===== src/rtl/cpu6_bus_pkg.sv =====
// cpu6_bus_pkg: shared types and constants for the CPU6 external bus arbiter.
// Latency: n/a (declarations only).
// Backpressure: n/a.
package cpu6_bus_pkg;

    localparam int unsigned ADDR_W = 16;
    localparam int unsigned DATA_W = 8;

    // Port IDs double as the index into the {dma, cpu} request vector.
    localparam logic PORT_CPU = 1'b0;
    localparam logic PORT_DMA = 1'b1;

    // Read data returned when a slow device never answers.
    localparam logic [DATA_W-1:0] TIMEOUT_RDATA = 8'hFF;

    typedef enum logic [1:0] {
        IDLE   = 2'd0,
        ADDR   = 2'd1,
        ACCESS = 2'd2,
        DONE   = 2'd3
    } bus_state_e;

    // Everything captured from the winning requester at the grant edge.
    typedef struct packed {
        logic              owner;
        logic              we;
        logic [ADDR_W-1:0] addr;
        logic [DATA_W-1:0] wdata;
    } bus_req_t;

endpackage


===== src/rtl/rr_arbiter2.sv =====
// rr_arbiter2: two-way round-robin pick between the CPU and DMA request levels.
// Latency: purely combinational.
// Backpressure: none; the caller decides when the pick is consumed.
// Ports: req_i[1:0] request levels {dma, cpu}; last_owner_i most recently served port;
//        gnt_id_o chosen port ID; gnt_vld_o high when any request is present.
module rr_arbiter2
    import cpu6_bus_pkg::*;
(
    input  logic [1:0] req_i,
    input  logic       last_owner_i,
    output logic       gnt_id_o,
    output logic       gnt_vld_o
);

    always_comb begin
        gnt_vld_o = |req_i;
        // On a tie the port that was not served last wins; with a single
        // request req_i[1] directly names it (10 -> DMA, 01 -> CPU).
        if (req_i == 2'b11) begin
            gnt_id_o = ~last_owner_i;
        end else begin
            gnt_id_o = req_i[1] ? PORT_DMA : PORT_CPU;
        end
    end

endmodule


===== src/rtl/bus_cycle_arbiter.sv =====
// bus_cycle_arbiter: owns the CPU6 external memory bus and runs one CPU or DMA transfer at a time.
// Latency: ack 3 cycles after the request-sampling edge, +1 per wait state and per mem_ready-low cycle.
// Backpressure: req is a level held until its ack pulse; mem_ready low stalls the strobe phase.
// Ports: clock/reset (synchronous, active-high); cpu_* and dma_* requester ports with one-cycle
//        acks; rdata/bus_err completion results; addressBus, data_out, data_oe, mem_rd, mem_wr
//        drive the external bus, data_in and mem_ready come back from it.
// Optional: define BUS_TIMEOUT_EN to end a strobe after TIMEOUT_CYCLES cycles of mem_ready low
//           (reads return 8'hFF, bus_err pulses with the ack).
module bus_cycle_arbiter
    import cpu6_bus_pkg::*;
#(
    parameter int unsigned WAIT_STATES    = 1,
    parameter int unsigned TIMEOUT_CYCLES = 15
) (
    input  logic              clock,
    input  logic              reset,
    input  logic              cpu_req,
    input  logic              cpu_we,
    input  logic [ADDR_W-1:0] cpu_addr,
    input  logic [DATA_W-1:0] cpu_wdata,
    output logic              cpu_ack,
    input  logic              dma_req,
    input  logic              dma_we,
    input  logic [ADDR_W-1:0] dma_addr,
    input  logic [DATA_W-1:0] dma_wdata,
    output logic              dma_ack,
    output logic [DATA_W-1:0] rdata,
    output logic              bus_err,
    output logic [ADDR_W-1:0] addressBus,
    output logic [DATA_W-1:0] data_out,
    output logic              data_oe,
    input  logic [DATA_W-1:0] data_in,
    output logic              mem_rd,
    output logic              mem_wr,
    input  logic              mem_ready
);

    bus_state_e        state_q, state_d;
    bus_req_t          req_q, req_d;
    logic              last_owner_q, last_owner_d;
    logic [3:0]        wait_cnt_q, wait_cnt_d;
    logic [DATA_W-1:0] rdata_q, rdata_d;

    logic              gnt_id;
    logic              gnt_vld;
    bus_req_t          gnt_req;

`ifdef BUS_TIMEOUT_EN
    localparam int unsigned TO_W = (TIMEOUT_CYCLES > 1) ? $clog2(TIMEOUT_CYCLES) : 1;
    logic [TO_W-1:0]   to_cnt_q, to_cnt_d;
    logic              err_q, err_d;
`endif

    rr_arbiter2 u_rr (
        .req_i        ({dma_req, cpu_req}),
        .last_owner_i (last_owner_q),
        .gnt_id_o     (gnt_id),
        .gnt_vld_o    (gnt_vld)
    );

    // Select the winning requester's transfer fields.
    always_comb begin
        gnt_req.owner = gnt_id;
        if (gnt_id == PORT_DMA) begin
            gnt_req.we    = dma_we;
            gnt_req.addr  = dma_addr;
            gnt_req.wdata = dma_wdata;
        end else begin
            gnt_req.we    = cpu_we;
            gnt_req.addr  = cpu_addr;
            gnt_req.wdata = cpu_wdata;
        end
    end

    always_comb begin
        state_d      = state_q;
        req_d        = req_q;
        last_owner_d = last_owner_q;
        wait_cnt_d   = wait_cnt_q;
        rdata_d      = rdata_q;
`ifdef BUS_TIMEOUT_EN
        to_cnt_d     = to_cnt_q;
        err_d        = err_q;
`endif
        unique case (state_q)
            IDLE: begin
                // Requester inputs are only looked at on this edge.
                if (gnt_vld) begin
                    req_d   = gnt_req;
                    state_d = ADDR;
`ifdef BUS_TIMEOUT_EN
                    err_d   = 1'b0;
`endif
                end
            end
            ADDR: begin
                wait_cnt_d = 4'(WAIT_STATES);
`ifdef BUS_TIMEOUT_EN
                to_cnt_d   = '0;
`endif
                state_d    = ACCESS;
            end
            ACCESS: begin
                // mem_ready is ignored until the minimum strobe width has elapsed.
                if (wait_cnt_q != 4'd0) begin
                    wait_cnt_d = wait_cnt_q - 4'd1;
                end else if (mem_ready) begin
                    if (!req_q.we) begin
                        rdata_d = data_in;
                    end
                    state_d = DONE;
                end
`ifdef BUS_TIMEOUT_EN
                else if (to_cnt_q == TO_W'(TIMEOUT_CYCLES - 1)) begin
                    // This is the TIMEOUT_CYCLES-th ready-low cycle: give up.
                    if (!req_q.we) begin
                        rdata_d = TIMEOUT_RDATA;
                    end
                    err_d   = 1'b1;
                    state_d = DONE;
                end else begin
                    to_cnt_d = to_cnt_q + TO_W'(1);
                end
`endif
            end
            DONE: begin
                last_owner_d = req_q.owner;
                state_d      = IDLE;
            end
        endcase
    end

    always_ff @(posedge clock) begin
        if (reset) begin
            state_q      <= IDLE;
            req_q        <= '0;
            last_owner_q <= PORT_DMA;
            wait_cnt_q   <= '0;
            rdata_q      <= '0;
`ifdef BUS_TIMEOUT_EN
            to_cnt_q     <= '0;
            err_q        <= 1'b0;
`endif
        end else begin
            state_q      <= state_d;
            req_q        <= req_d;
            last_owner_q <= last_owner_d;
            wait_cnt_q   <= wait_cnt_d;
            rdata_q      <= rdata_d;
`ifdef BUS_TIMEOUT_EN
            to_cnt_q     <= to_cnt_d;
            err_q        <= err_d;
`endif
        end
    end

    // Address and write data come straight from the latched request, so they
    // are stable from ADDR (one cycle before the strobe) through DONE.
    assign addressBus = req_q.addr;
    assign data_out   = req_q.wdata;
    assign data_oe    = req_q.we && ((state_q == ADDR) || (state_q == ACCESS));
    assign mem_rd     = (state_q == ACCESS) && !req_q.we;
    assign mem_wr     = (state_q == ACCESS) && req_q.we;
    assign cpu_ack    = (state_q == DONE) && (req_q.owner == PORT_CPU);
    assign dma_ack    = (state_q == DONE) && (req_q.owner == PORT_DMA);
    assign rdata      = rdata_q;
`ifdef BUS_TIMEOUT_EN
    assign bus_err    = (state_q == DONE) && err_q;
`else
    assign bus_err    = 1'b0;
`endif

endmodule


===== config.mk =====
export PLATFORM = sky130hd
export DESIGN_NAME = bus_cycle_arbiter
export DESIGN_NICKNAME = d
export VERILOG_FILES = /design/src/rtl/cpu6_bus_pkg.sv /design/src/rtl/rr_arbiter2.sv /design/src/rtl/bus_cycle_arbiter.sv
export SDC_FILE = /design/constraint.sdc
export NUM_CORES = 1
export LEC_CHECK = 0
export BUFFER_PORTS_ARGS = -buffer_cell sky130_fd_sc_hd__buf_4
export CAP_MARGIN = 10
export CORE_MARGIN = 4
export CORE_UTILIZATION = 46
export CTS_CLUSTER_DIAMETER = 150
export DETAILED_ROUTE_END_ITERATION = 12
export GPL_ROUTABILITY_DRIVEN = 0
export PLACE_DENSITY = 0.79
export SLEW_MARGIN = 20
export SYNTH_ARGS = -nofsm -noshare
export SYNTH_HDL_FRONTEND = slang
export SYNTH_HIERARCHICAL = 1
export SYNTH_SLANG_ARGS = --single-unit
export TNS_END_PERCENT = 1

===== constraint.sdc =====
create_clock -name clock -period 2.2 [get_ports clock]
set_clock_uncertainty 0.05 [all_clocks]
set_input_delay 0.33 -clock clock [delete_from_list [all_inputs] [get_ports clock]]
set_output_delay 0.33 -clock clock [all_outputs]
set_load 0.05 [all_outputs]

# ---- Word-level counts from Yosys, hierarchy flattened
# Cells that the tools add are included.
dict set report classes {
  bitwise 4
  muxes 9
  n_reduce_logical 15
  n_eq_ne 8
  addsub 1
}
# cell n
set op_table {}
lappend op_table {{2-to-1 mux 25 bit} 1}
lappend op_table {{inequality test 2 bit (second input constant)} 4}
lappend op_table {{case mux 2 bit (4 select lines)} 1}
lappend op_table {{case mux 4 bit (2 select lines)} 1}
lappend op_table {{equality test 2 bit (second input constant)} 3}
lappend op_table {{2-to-1 mux 2 bit} 3}
lappend op_table {{logical AND 1 bit} 5}
lappend op_table {{2-to-1 mux 4 bit} 1}
lappend op_table {{inverter 1 bit} 4}
lappend op_table {{AND reduction 2 bit} 2}
lappend op_table {{AND reduction 4 bit} 1}
lappend op_table {{nonzero test 4 bit} 1}
lappend op_table {{subtractor 4 x 1 -> 4 bit (second input constant)} 1}
lappend op_table {{AND reduction 3 bit} 1}
lappend op_table {{equality test 2 x 1 -> 1 bit (second input constant)} 1}
lappend op_table {{zero test 2 bit} 1}
lappend op_table {{2-to-1 mux 1 bit} 2}
lappend op_table {{nonzero test 2 bit} 1}
lappend op_table {{OR reduction 2 bit} 1}
lappend op_table {{zero test 1 bit} 1}
lappend op_table {{logical OR 1 bit} 1}
dict set report word_totals {
  out_inout_bits 38
  wordCells 45
  register_bits 41
  input_bits 63
}

# ---- Logic depth before layout (Yosys ltp)
dict set report depth {
  word_depth 3
  ltp_mapped 7
  ltp_nobuf 5
}

# ---- Hierarchy
# The synthesis kept the hierarchy.
# mod n_inst seq_area_each_um2 area_each_um2 cells_per_inst
set by_module_without_submodules {}
lappend by_module_without_submodules {bus_cycle_arbiter 1 820.8 2125.8 235}
lappend by_module_without_submodules {rr_arbiter2 1 0.0 13.8 2}

# ---- Least setup slack after synthesis
# No wires, ideal clock.
dict set report synth_path {
  kind {reg-to-output}
  start {reg state_q[0]}
  end {out mem_rd}
  stages_incl_launch_ff 6
  setup_slack_ps 397
  path_buffers 1
  t_required_ps 1820
  arrival_time_ps 1423
  cell_sequence {dfxtp_1 inv_1 ha_1 buf_4 inv_1 nor2_1}
}
dict set report synth_via {
  elab_chain_cells 2
}
# item line
set synth_rtl {}
lappend synth_rtl {{start: declaration} bus_cycle_arbiter.sv:38} ;# bus_state_e state_q, state_d;
lappend synth_rtl {{start signal: assignment} bus_cycle_arbiter.sv:145} ;# state_q <= state_d;
lappend synth_rtl {{equality test 2 bit} bus_cycle_arbiter.sv:162} ;# assign mem_rd = (state_q == ACCESS) && !req_q.we;
lappend synth_rtl {{logical AND 1 bit} bus_cycle_arbiter.sv:162}
lappend synth_rtl {{end: declaration} bus_cycle_arbiter.sv:33} ;# output logic mem_rd,
# Every way passes these cells.

# ---- Worst setup path in the final report
# Ends and elaborated chain as after synthesis.

==> flow_summary.toml <==
[clock_network]
cts_hold_buf = 0
clk_path_buf_depth = 2
clock-sinks = 41
clkLatencyLatePin_ns = 0.29
post_cts_buffers = 0
htreeDepth = 2
cts_buffers = 5
clock-root-buffer = "clkbuf_8"
clk_pin_slew_worst_paths_ns = 0.08
cts_tree = "built"
cts_resized = 0

[floorplanning]
die_x_um = 76.2
io_pins = 101
core_area_um2 = 4410
die-area_um2 = 5810
initial_core_util_pct = 48.5
die_h_um = 76.2
rows = 24

[placement]
dpl.cell_count = 351
io_buffers = 99
place_ws_ns = 0.355
hpwlAfterDp_um = 3710

[sta]
finalHoldViolCount = 0
fin_crit_sh_pct = 87.5
setup_slack_ns = 0.276
maxSlewViolCount = 0
max_slew_margin_pct = 60.5
tns_ns = 0
worst_pin_slew_ns = 0.592
fmax_ghz = 0.520
setup_viol = 0
min_period_ns = 1.92
rsz0062_at_grt = "no"

[job]
max_cap_viol_count = 0

[setup_path]
critPathBufInv = 3
critPathMaxStageDelay_ns = 0.34
required_ns = 1.82
crit_chain = "inv_1, ha_1, inv_1, nor2_1, buf_4"
critPathMostFrequentCell = "inv_1"
path_class = "flop to primary output"
end_kind = "primary output"
rrSetupSlack_ns = 0.39
crit_family = "buffers and inverters"
critPathLaunchType = "flop"
cp_data_arrival_time_ns = 1.54
crit_fanout = 10
cp_slowest_cell = "dfxtp_1"

[grt]
antenna_found_initial = 0
grt_usage_pct = 16.4
grt_pass1_wl_um = 7890
grt_overflow_total = 0
grt_pass1_vias = 1727
grt_max_degree = 36

[synthesis]
ys_seq_area_share_pct = 38.4
synthTopCellsByArea = "dfxtp_1 38%, mux2i_1 16%, buf_4 9.1%"
yosysWarnings = 6
synth-main-ff-cell = "dfxtp_1"
synth_cell_types = 34
synth_edf_count = 0
synth_top_area_share_pct = 38.4
synth_area_um2 = 2140
yosysTopAreaCell = "dfxtp_1"
synthesis.nets = 307
synth-seq-cells = 41
synthCells = 237
avgSynthCellArea_um2 = 9.03
async_flop_share_pct = 0

[final_layout]
nets = 376
fillCellCount = 375
seqCellArea_um2 = 821
multi_input_area_um2 = 1040
layoutNonFillerInstCount = 359
final_util_pct = 63.9
drive_gt1_share_pct = 37.1
n_antenna_cell = 0
area_delta_synth_final_pct = 31.8

[routing]
drtIter0Drc = 59
routed_wl_um = 4770
vias = 1744
drc = 0
first_pass_iters = 4
wl_per_cell_um = 13.3
ant_nets = 0
viasPerCell = 4.86

[outcome]
status = "completed"

[power_and_ir_drop]
cellLeakagePower_nw = 1.28
pwr-share-comb_pct = 52.2
p_clk_share_pct = 14.6
power.internal_w = 0.00174
switching_share_pct = 46.0
ir_worst_vdd_mv = 0.606
seq_power_share_pct = 33.1
p_per_area_nw_per_um2 = 1140
p_switching_w = 0.00148

[hold_path]
hold_class = "input pin to flop"
worst paths after layout:
check | depth (start not counted) | start | endpoint
worst min register to register | 2 | rdata[4] | rdata[4]
worst max register to register | 6 | state_q[1] | data_out[5]
worst max-delay path | 5 | state_q[0] | mem_rd
worst min-delay path | 3 | data_in[1] | rdata[1]
logic make-up (layout without fill, tap and decap cells):
group	Yosys count	in the layout	share of synthesized area (%)
AND/OR/NAND/NOR	66	66	14.4
buffers and inverters	49	119	13.4
flip-flops	41	41	38.4
AO/OA/AOI/OAI	39	39	13.7
multiplexers	34	34	15.9
adder cells (fa/ha/maj)	7	7	4.09
other	1	1	0.175
worst reg2reg max path: cells and delay by family (launching register included):
kind / cells / cell delay, ns
flip-flops: 1 / 0.35
AND/OR/NAND/NOR: 2 / 0.51
buffers and inverters: 2 / 0.39
adder cells (fa/ha/maj): 1 / 0.18
AO/OA/AOI/OAI: 1 / 0.23
routing by layer:
metal	vias to the layer above	global-route usage (%)	part of all wire, %
met5	-	0	0
met4	0	7.34	1.9
met3	6	6.15	7.5
met2	64	27.2	49
met1	746	18.7	42
li1	928	-	-
state kept, by name (all words and copies together) (netlist names):
name / cells
rdata: 8
wait_cnt_q: 4
state_q: 2
last_owner_q: 1
req_q: 2
addressBus: 16
data_out: 8
synthesized netlist by cell type, drive strengths merged, types with 2 or more instances:
library cell  number
nand2b             2
nand3              2
a21oi              2
dfxtp             41
nor2              33
clkbuf            11
nand2             17
a211oi            25
ha                 7
buf               30
mux2i             34
a21boi             2
inv                8
and2               4
o211ai             2
power groups by stage:
stage	logic, W	registers, W	clock network [W]
after CTS	0.00170	0.00107	0.000486
after global routing	0.00181	0.00109	0.000522
after detailed placement	0.00170	0.00108	0
final	0.00168	0.00107	0.000472
after global placement	0.00167	0.00107	0
after floorplan	0.00139	0.00109	0
metrics by stage:
| stage | hold WS (ns) | area (µm²) | power (W) |
|---|---|---|---|
| finish | 0.244 | 2820 | 0.00322 |
| global route | 0.247 | 2820 | 0.00342 |
| CTS | 0.237 | 2820 | 0.00325 |
| detailed placement | 0.401 | 2730 | 0.00278 |
| global placement | 0.394 | 2730 | 0.00274 |
| floorplan | 0.386 | 2140 | 0.00248 |
cells in the final DEF (no fill, tap or decap), drive strengths merged, types with 2 or more instances in the layout:
master  synthesis  layout
and2            4       4
o211ai          2       2
nand2b          2       2
a21boi          2       2
mux2i          34      34
nand2          17      17
inv             8       8
buf            30     103
ha              7       7
nand3           2       2
clkinv          0       2
a21oi           2       2
nor2           33      33
a211oi         25      25
dfxtp          41      41
clkbuf         11       5
area by class of cell:
class / count / share of cell area [%]
flip-flops and latches: 41 / 29.1
clock inverters: 3 / 0.621
repair buffers: 103 / 27.4
multi-input cells: 147 / 37.0
inverters: 8 / 1.06
well taps: 52 / 2.31
clock buffers: 5 / 2.44
Power figures use the tool's default switching activity.
